--- config.mk ---
export PLATFORM = sky130hd
export DESIGN_NAME = multibank_read_return
export DESIGN_NICKNAME = d
export VERILOG_FILES = /design/src/rtl/multibank_read_return.sv
export SDC_FILE = /design/constraint.sdc
export NUM_CORES = 1
export LEC_CHECK = 0
export CORE_MARGIN = 2
export CORE_UTILIZATION = 27
export CTS_CLUSTER_DIAMETER = 30
export DETAILED_ROUTE_END_ITERATION = 16
export PLACE_DENSITY = 0.72
export SLEW_MARGIN = 25
export SYNTH_ARGS = -nofsm -noshare
export SYNTH_HDL_FRONTEND = slang
export SYNTH_SLANG_ARGS = --single-unit
--- constraint.sdc ---
create_clock -name i_clk -period 1.3 [get_ports i_clk]
set_clock_uncertainty 0.1 [all_clocks]
set_input_delay 0.26 -clock i_clk [delete_from_list [all_inputs] [get_ports i_clk]]
set_output_delay 0.26 -clock i_clk [all_outputs]
set_load 0.01 [all_outputs]
--- src/rtl/multibank_read_return.sv ---
// Read-return path of the multi-bank memory: decodes a top-level read into a bank
// enable, tracks each read's bank through a latency-matched pipeline, and steers data back.
`timescale 1ns/1ps

module multibank_read_return #(
    parameter int DATA_WIDTH = 8,
    parameter int ADDR_WIDTH = 4,
    parameter int RD_LATENCY = 1
) (
    input  logic                  i_clk,
    input  logic                  i_rst_n,
    input  logic                  i_rd_en,
    input  logic [ADDR_WIDTH-1:0] i_address,
    output logic [3:0]            o_bank_rd_en,
    output logic [ADDR_WIDTH-3:0] o_bank_addr,
    input  logic [DATA_WIDTH-1:0] i_bank_rdata0,
    input  logic [DATA_WIDTH-1:0] i_bank_rdata1,
    input  logic [DATA_WIDTH-1:0] i_bank_rdata2,
    input  logic [DATA_WIDTH-1:0] i_bank_rdata3,
    output logic [DATA_WIDTH-1:0] o_rd_data,
    output logic                  o_rd_valid,
    output logic [1:0]            o_rd_bank,
    output logic                  o_busy
);

    logic [1:0]            req_sel;
    logic [RD_LATENCY-1:0] vld_q;
    logic [RD_LATENCY-1:0] vld_d;
    logic [1:0]            sel_q [RD_LATENCY];
    logic [1:0]            sel_d [RD_LATENCY];
    logic                  ret_vld;
    logic [1:0]            ret_sel;
    logic [DATA_WIDTH-1:0] ret_data;
    logic [DATA_WIDTH-1:0] rd_data_q;
    logic [1:0]            rd_bank_q;
    logic                  rd_valid_q;

    // Request decode
    assign req_sel     = i_address[ADDR_WIDTH-1 -: 2];
    assign o_bank_addr = i_address[ADDR_WIDTH-3:0];

    always_comb begin
        o_bank_rd_en          = '0;
        o_bank_rd_en[req_sel] = i_rd_en;
    end

    // Tracking pipeline: stage 0 captures the request, later stages shift unconditionally
    always_comb begin
        vld_d[0] = i_rd_en;
        sel_d[0] = req_sel;
        for (int k = 1; k < RD_LATENCY; k++) begin
            vld_d[k] = vld_q[k-1];
            sel_d[k] = sel_q[k-1];
        end
    end

    always_ff @(posedge i_clk or negedge i_rst_n) begin
        if (!i_rst_n) begin
            vld_q <= '0;
            for (int k = 0; k < RD_LATENCY; k++) begin
                sel_q[k] <= 2'd0;
            end
        end else begin
            vld_q <= vld_d;
            for (int k = 0; k < RD_LATENCY; k++) begin
                sel_q[k] <= sel_d[k];
            end
        end
    end

    assign ret_vld = vld_q[RD_LATENCY-1];
    assign ret_sel = sel_q[RD_LATENCY-1];

    // Data steering: a true mux so unknowns on unselected banks never reach the output
    always_comb begin
        ret_data = i_bank_rdata0;
        case (ret_sel)
            2'd0:    ret_data = i_bank_rdata0;
            2'd1:    ret_data = i_bank_rdata1;
            2'd2:    ret_data = i_bank_rdata2;
            default: ret_data = i_bank_rdata3;
        endcase
    end

    // Return register: data and bank hold between returns
    always_ff @(posedge i_clk or negedge i_rst_n) begin
        if (!i_rst_n) begin
            rd_data_q  <= '0;
            rd_bank_q  <= 2'd0;
            rd_valid_q <= 1'b0;
        end else begin
            rd_valid_q <= ret_vld;
            if (ret_vld) begin
                rd_data_q <= ret_data;
                rd_bank_q <= ret_sel;
            end
        end
    end

    assign o_rd_data  = rd_data_q;
    assign o_rd_bank  = rd_bank_q;
    assign o_rd_valid = rd_valid_q;
    assign o_busy     = |vld_q;

endmodule

==> results of run 1 <==
==> timing repair <==
item,in CTS,in global routing
hold endpoints to repair,0,0
endpoints found under the setup margin,16,17
gates resized for setup,40,13
setup buffers,0,0
==> cells by family (layout without fill, tap and decap cells) <==
logic type,Yosys count,count (layout),synth area share (%)
and+or+nand+nor,15,15,12.1
buffers and inverters,7,60,7.88
AOI/OAI and AO/OA,9,9,10.1
muxes,17,17,23.0
DFF,14,14,47.0
==> sequential cells by signal, indices dropped and copies added, names as in the netlist <==
| register | count |
|---|---|
| o_rd_data | 8 |
| o_rd_bank | 2 |
| ret_sel | 2 |
| o_busy | 1 |
| o_rd_valid | 1 |
==> metrics by stage <==
stage	hold slack, ns	setup TNS, ns	instances	area (um^2)	utilization [%]
after floorplan	-0.136	0	62	746	-
after global placement	0.378	-2.16	143	1290	48.1
after detailed placement	0.391	-2.31	143	1290	48.1
after CTS	0.154	0	146	1310	48.9
after global routing	0.0285	0	146	1280	47.7
final	0.0434	0	146	1280	47.7
==> worst paths after layout <==
path	from	endpoint
hold reg to reg	o_rd_data[0]$_DFFE_PN0P_	o_rd_data[0]$_DFFE_PN0P_
setup / recovery	o_rd_data[4]$_DFFE_PN0P_	o_rd_data[4]
min in group asynchronous	i_rst_n	ret_sel[0]$_DFF_PN0_
setup reg to reg	ret_sel[0]$_DFF_PN0_	o_rd_data[7]$_DFFE_PN0P_
hold / removal	i_rd_en	o_busy$_DFF_PN0_
max in group asynchronous	i_rst_n	o_rd_valid$_DFF_PN0_
==> metal layers <==
metal | vias up | part of all wire [%] | wire length (um) | global-route usage, %
li1 | 336 | - | - | -
met1 | 322 | 41 | 817 | 16.8
met2 | 38 | 47 | 944 | 21.4
met3 | 0 | 12 | 239 | 5.76
met4 | 0 | 0 | 0 | 4.08
met5 | - | 0 | 0 | 0
==> area by class of cell <==
cell class	count	area (um^2)
fill	255	1400
clock buffer	3	22.5
tap	31	38.8
sequential	14	350
inverter	1	3.75
multi-input combinational	41	347
timing repair buffer	56	520
==> cells in the mapped netlist (all sizes together) <==
cell type  count
mux2i         16
dfrtp         14
nand2b         9
o221ai         8
buf            6
nand2          2
and3           1
and3b          1
inv            1
mux2           1
nor2           1
nor3b          1
o21ai          1
==> cells in the final DEF (no fill, tap or decap), types with 2 or more instances in the layout <==
cell and count:
sky130_fd_sc_hd__clkdlybuf4s15_1 8, sky130_fd_sc_hd__mux2i_1 16, sky130_fd_sc_hd__clkdlybuf4s15_2 2, sky130_fd_sc_hd__clkbuf_2 8, sky130_fd_sc_hd__clkbuf_4 3, sky130_fd_sc_hd__nand2b_1 8
sky130_fd_sc_hd__buf_4 3, sky130_fd_sc_hd__clkdlybuf4s50_1 33, sky130_fd_sc_hd__o221ai_1 8, sky130_fd_sc_hd__dfrtp_1 14
==> power groups by stage <==
stage	registers [mW]	clock network [mW]	logic, mW
final	0.501	0.228	0.322
after global routing	0.507	0.264	0.351
after CTS	0.502	0.240	0.336
after detailed placement	0.511	0	0.359
after global placement	0.509	0	0.352
after floorplan	0.529	0	0.111
==> flow_summary.yaml, run 1 <==
cts:
  cts.hold.buffers_added: 0
  clk_pin_slew_ns: 0.07
  cts-root-buf: "sky130_fd_sc_hd__clkbuf_4"
  tritoncts: "built"
  clock_network_latency_to_the_later_pin_of_the_worst_skew_pair_ns: 0.27
  clock_sink_count: 14
  h-tree-depth: 1
  cts_buffers: 3
  clockBufferDepth: 2
pwr:
  switching_power_mw: 0.265
  total_power_mw: 1.05
  power_density_nw_per_um2: 820
  worst_supply_voltage_drop_on_vdd_v: 0.000510
  power_switching_share_pct: 25.2
  comb_power_share_pct: 30.6
  internal_power_mw: 0.786
  power_leakage_nw: 0.581
  seq_power_share_pct: 47.7
  power_frac_clock_pct: 21.7
yosys:
  syn-num-nets: 101
  syn-mean-instance-area_um2: 12.0
  syn_area_um2: 746
  post-synth-top-area-cell: "sky130_fd_sc_hd__dfrtp_1"
  ys_warn_count: 0
  ys_ff_latch: 14
  yosysTopAreaCellShare_pct: 47.0
  post_synth_num_cell_types: 17
  syn-instance-count: 62
  synth_top_cells_by_area: "sky130_fd_sc_hd__dfrtp_1, sky130_fd_sc_hd__mux2i_1, sky130_fd_sc_hd__o221ai_1"
  synth.yosys.seq_area_share_pct: 47.0
die:
  fp.dieW_um: 56.6
  design.portCount: 57
  floorplan.rows: 19
  core_area_um2: 2690
  dieArea_um2: 3200
  start_util_pct: 27.8
  chipHeight_um: 56.6
sta:
  final-setup-viol-count: 0
  grt_setup_unrepaired: "no"
  finalHoldViolations: 0
  fmax_mhz: 799
  period_minus_slack_ns: 1.25
  final_report_max_slew_violation_count: 0
  final.period_utilization_pct: 96.3
  final_critical_path_setup_slack_ns: 0.0482
  slew_at_the_pin_closest_to_its_max_slew_limit_ns: 0.188
  timing.slew.headroom_pct: 87.4
status:
  status: "complete, no violations"
layout:
  area_growth_synth_to_finish_pct: 72.0
  layout-drive-gt1-share_pct: 19.1
  layout.nets: 156
  insertedDiodeCount: 0
critical_path:
  required_time_worst_endpoint_ns: 0.94
  cpMaxStageDelayCell: "sky130_fd_sc_hd__dfrtp_1"
  critical_path.max_stage_delay_ns: 0.38
  timing.setup.critical_path_class: "register to primary output"
  worst_setup_path_end_kind: "primary output"
  cp_cell_sequence: "clkdlybuf4s15_1"
  critical_path_depth: 1
  cp_data_arrival_time_ns: 0.89
  path_max_fanout: 2
  cp_delay_by_family_top: "flip-flops"
  setup.worst_path.start_class: "register"
  r2r_slack_ns: 0.16
  critical_path.n_buffers_inverters: 1
  worst_reg2reg_path_length_in_cells: 3
grt:
  global_route.overflow_total: 0
  number_of_global_route_vias_before_repair: 768
  grt_use_total_pct: 13.6
  grt_start_max_net_pins: 15
  wire_length_of_the_first_global_routing_pass_um: 3400
  grt_antenna_before_repair: 0
routing:
  via_count: 696
  route.detailed.vias_per_inst: 4.77
  final_antenna_net_count: 0
  post-route-drc-count: 0
  initial_drc_count: 9
  routed_wire_length_per_instance_um: 13.7
  drt_first_pass_iters: 2
  routed_wl_um: 2000
placed_design:
  port_bufs: 52
  routabilityCongestion: 0.687
  dp.final_hpwl_um: 1590
  dpl_worst_slack_ns: -0.616
worst_hold_path:
  min-delay-path-class: "input pin to register"
  timing.hold.worst_path_depth: 1
run:
  cap_viol_max_count: 0
(Power assumes the default switching activity.)
==> run 2, diff against run 1 <==
--- a/config.mk
+++ b/config.mk
@@ -6,10 +6,10 @@
 export NUM_CORES = 1
 export LEC_CHECK = 0
 export CORE_MARGIN = 2
-export CORE_UTILIZATION = 27
+export CORE_UTILIZATION = 32
 export CTS_CLUSTER_DIAMETER = 30
 export DETAILED_ROUTE_END_ITERATION = 16
-export PLACE_DENSITY = 0.72
+export PLACE_DENSITY = 0.82
 export SLEW_MARGIN = 25
 export SYNTH_ARGS = -nofsm -noshare
 export SYNTH_HDL_FRONTEND = slang
==> flow_summary.yaml, run 2 (synthesis results as in run 1) <==
status:
  status: "complete, no violations"
layout:
  largest_reg_flops: 8
  area_growth_synth_to_finish_pct: 70.3
  layout.nets: 155
  fill_cells: 202
  mostFrequentLayoutCell: "sky130_fd_sc_hd__clkdlybuf4s50_1"
  layout.cells.most_common_list: "sky130_fd_sc_hd__clkdlybuf4s50_1, sky130_fd_sc_hd__mux2i_1, sky130_fd_sc_hd__dfrtp_1, sky130_fd_sc_hd__clkdlybuf4s15_1"
  fin_area_um2: 1270
  layout-drive-gt1-share_pct: 17.5
  insertedDiodeCount: 0
critical_path:
  worst_reg2reg_path_length_in_cells: 3
  required_time_worst_endpoint_ns: 0.94
  critical_path.n_buffers_inverters: 1
  cpMaxStageDelayCell: "sky130_fd_sc_hd__dfrtp_1"
  r2r_endpoint: "o_rd_data[5]$_DFFE_PN0P_"
  r2r_slack_ns: 0.13
  critical_path.max_stage_delay_ns: 0.40
  cp_cell_sequence: "clkdlybuf4s15_1"
  worst_setup_path_end_kind: "primary output"
  cp_data_arrival_time_ns: 0.91
  timing.setup.critical_path_class: "register to primary output"
  r2r-start: "ret_sel[0]$_DFF_PN0_"
  cp_delay_by_family_top: "flip-flops"
  path_max_fanout: 2
  setup.worst_path.start_class: "register"
routing:
  routed_wl_um: 2020
  post-route-drc-count: 0
  initial_drc_count: 3
  via_count: 706
  final_antenna_net_count: 0
  routed_wire_length_per_instance_um: 14.2
  route.detailed.vias_per_inst: 4.97
  drt_first_pass_iters: 3
cts:
  cts_buffers: 3
  tritoncts: "built"
  clock_sink_count: 14
  clk_pin_slew_ns: 0.08
  clock_network_latency_to_the_later_pin_of_the_worst_skew_pair_ns: 0.27
  clockBufferDepth: 2
  cts_setup_buffers: 0
  cts.hold.buffers_added: 0
  h-tree-depth: 1
  cts-root-buf: "sky130_fd_sc_hd__clkbuf_4"
sta:
  slew_at_the_pin_closest_to_its_max_slew_limit_ns: 0.172
  final.period_utilization_pct: 97.6
  fmax_mhz: 788
  finalHoldViolations: 0
  grt_setup_unrepaired: "no"
  period_minus_slack_ns: 1.27
  final_report_max_slew_violation_count: 0
  timing.slew.headroom_pct: 88.2
  final-setup-viol-count: 0
run:
  cap_viol_max_count: 0
die:
  floorplan.rows: 17
  dieArea_um2: 2730
  design.portCount: 57
  fp.dieW_um: 52.3
  core_area_um2: 2210
  start_util_pct: 33.7
  chipHeight_um: 52.3
placed_design:
  detailed_place.area_um2: 1280
  dp.final_hpwl_um: 1560
  port_bufs: 52
  routabilityCongestion: 0.674
grt:
  grt_use_total_pct: 16.3
  number_of_global_route_vias_before_repair: 764
  grt_antenna_before_repair: 0
  global_route.overflow_total: 0
  grt_start_max_net_pins: 18
  wire_length_of_the_first_global_routing_pass_um: 3250
pwr:
  power_density_nw_per_um2: 834
  worst_supply_voltage_drop_on_vdd_v: 0.000630
  total_power_mw: 1.06
  power_leakage_nw: 0.576
worst_hold_path:
  hold_start: "i_rd_en"
  timing.hold.worst_path_depth: 1
  hold-path-endpoint: "o_busy$_DFF_PN0_"
  min-delay-path-class: "input pin to register"
[run 2: cell count changes in the layout (fill, tap and decap cells not counted)]
cell | before | now
sky130_fd_sc_hd__clkdlybuf4s15_1 | 8 | 9
sky130_fd_sc_hd__buf_2 | 1 | 2
sky130_fd_sc_hd__buf_4 | 3 | 2
sky130_fd_sc_hd__clkdlybuf4s15_2 | 2 | 1
sky130_fd_sc_hd__clkbuf_2 | 8 | 7
[run 2: worst max-delay path by stage]
stage / endpoint / cells after the start / start / slack, ns
after floorplan: o_rd_bank[0]$_DFFE_PN0P_ / 2 / o_busy$_DFF_PN0_ / 0.17
after global placement: o_bank_rd_en[0] / 3 / i_rd_en / -0.58
after detailed placement: o_bank_rd_en[0] / 3 / i_rd_en / -0.63
after CTS: o_rd_data[6] / 1 / o_rd_data[6]$_DFFE_PN0P_ / 0.004
after global routing: o_rd_data[0] / 1 / o_rd_data[0]$_DFFE_PN0P_ / 0.004
final: o_rd_bank[0] / 1 / o_rd_bank[0]$_DFFE_PN0P_ / 0.03
[run 2: stage by stage]
step | setup slack (ns) | util [%] | hold WS [ns] | setup TNS [ns] | cells
2_1_floorplan | 0.168 | - | -0.136 | 0 | 62
3_3_place_gp | -0.580 | 57.9 | 0.377 | -2.16 | 139
3_5_place_dp | -0.633 | 57.9 | 0.383 | -2.29 | 139
4_1_cts | 0.00375 | 58.5 | 0.181 | 0 | 142
5_1_grt | 0.00440 | 57.4 | 0.0393 | 0 | 142
6_report | 0.0317 | 57.4 | 0.0488 | 0 | 142
[run 2: final cells by class]
class / instances / area [um^2] / share of cell area (%)
well taps: 28 / 35.0 / 2.76
flip-flops and latches: 14 / 350 / 27.6
inverters: 1 / 3.75 / 0.296
repair buffers: 55 / 512 / 40.3
clock buffers: 3 / 22.5 / 1.77
multi-input cells: 41 / 347 / 27.3
[run 2: layer usage]
layer,vias to the layer above,global-route usage [%],part of all wire [%]
li1,332,-,-
met1,323,15.1,38
met2,49,32.5,48
met3,2,6.00,14
met4,0,5.13,0.64
met5,-,0,0
[run 2: power by group]
part,switching [mW],total [mW],leakage (nW),internal (mW)
Combinational,0.124,0.323,0.394,0.200
Clock,0.127,0.234,0.0138,0.107
Sequential,0.0240,0.503,0.168,0.479
Total,0.274,1.06,0.576,0.785
[run 2: what timing repair did]
action                     in CTS  in global routing
gates resized for setup        39                 14
pin swaps                       0                  0
setup endpoints to repair      16                 15
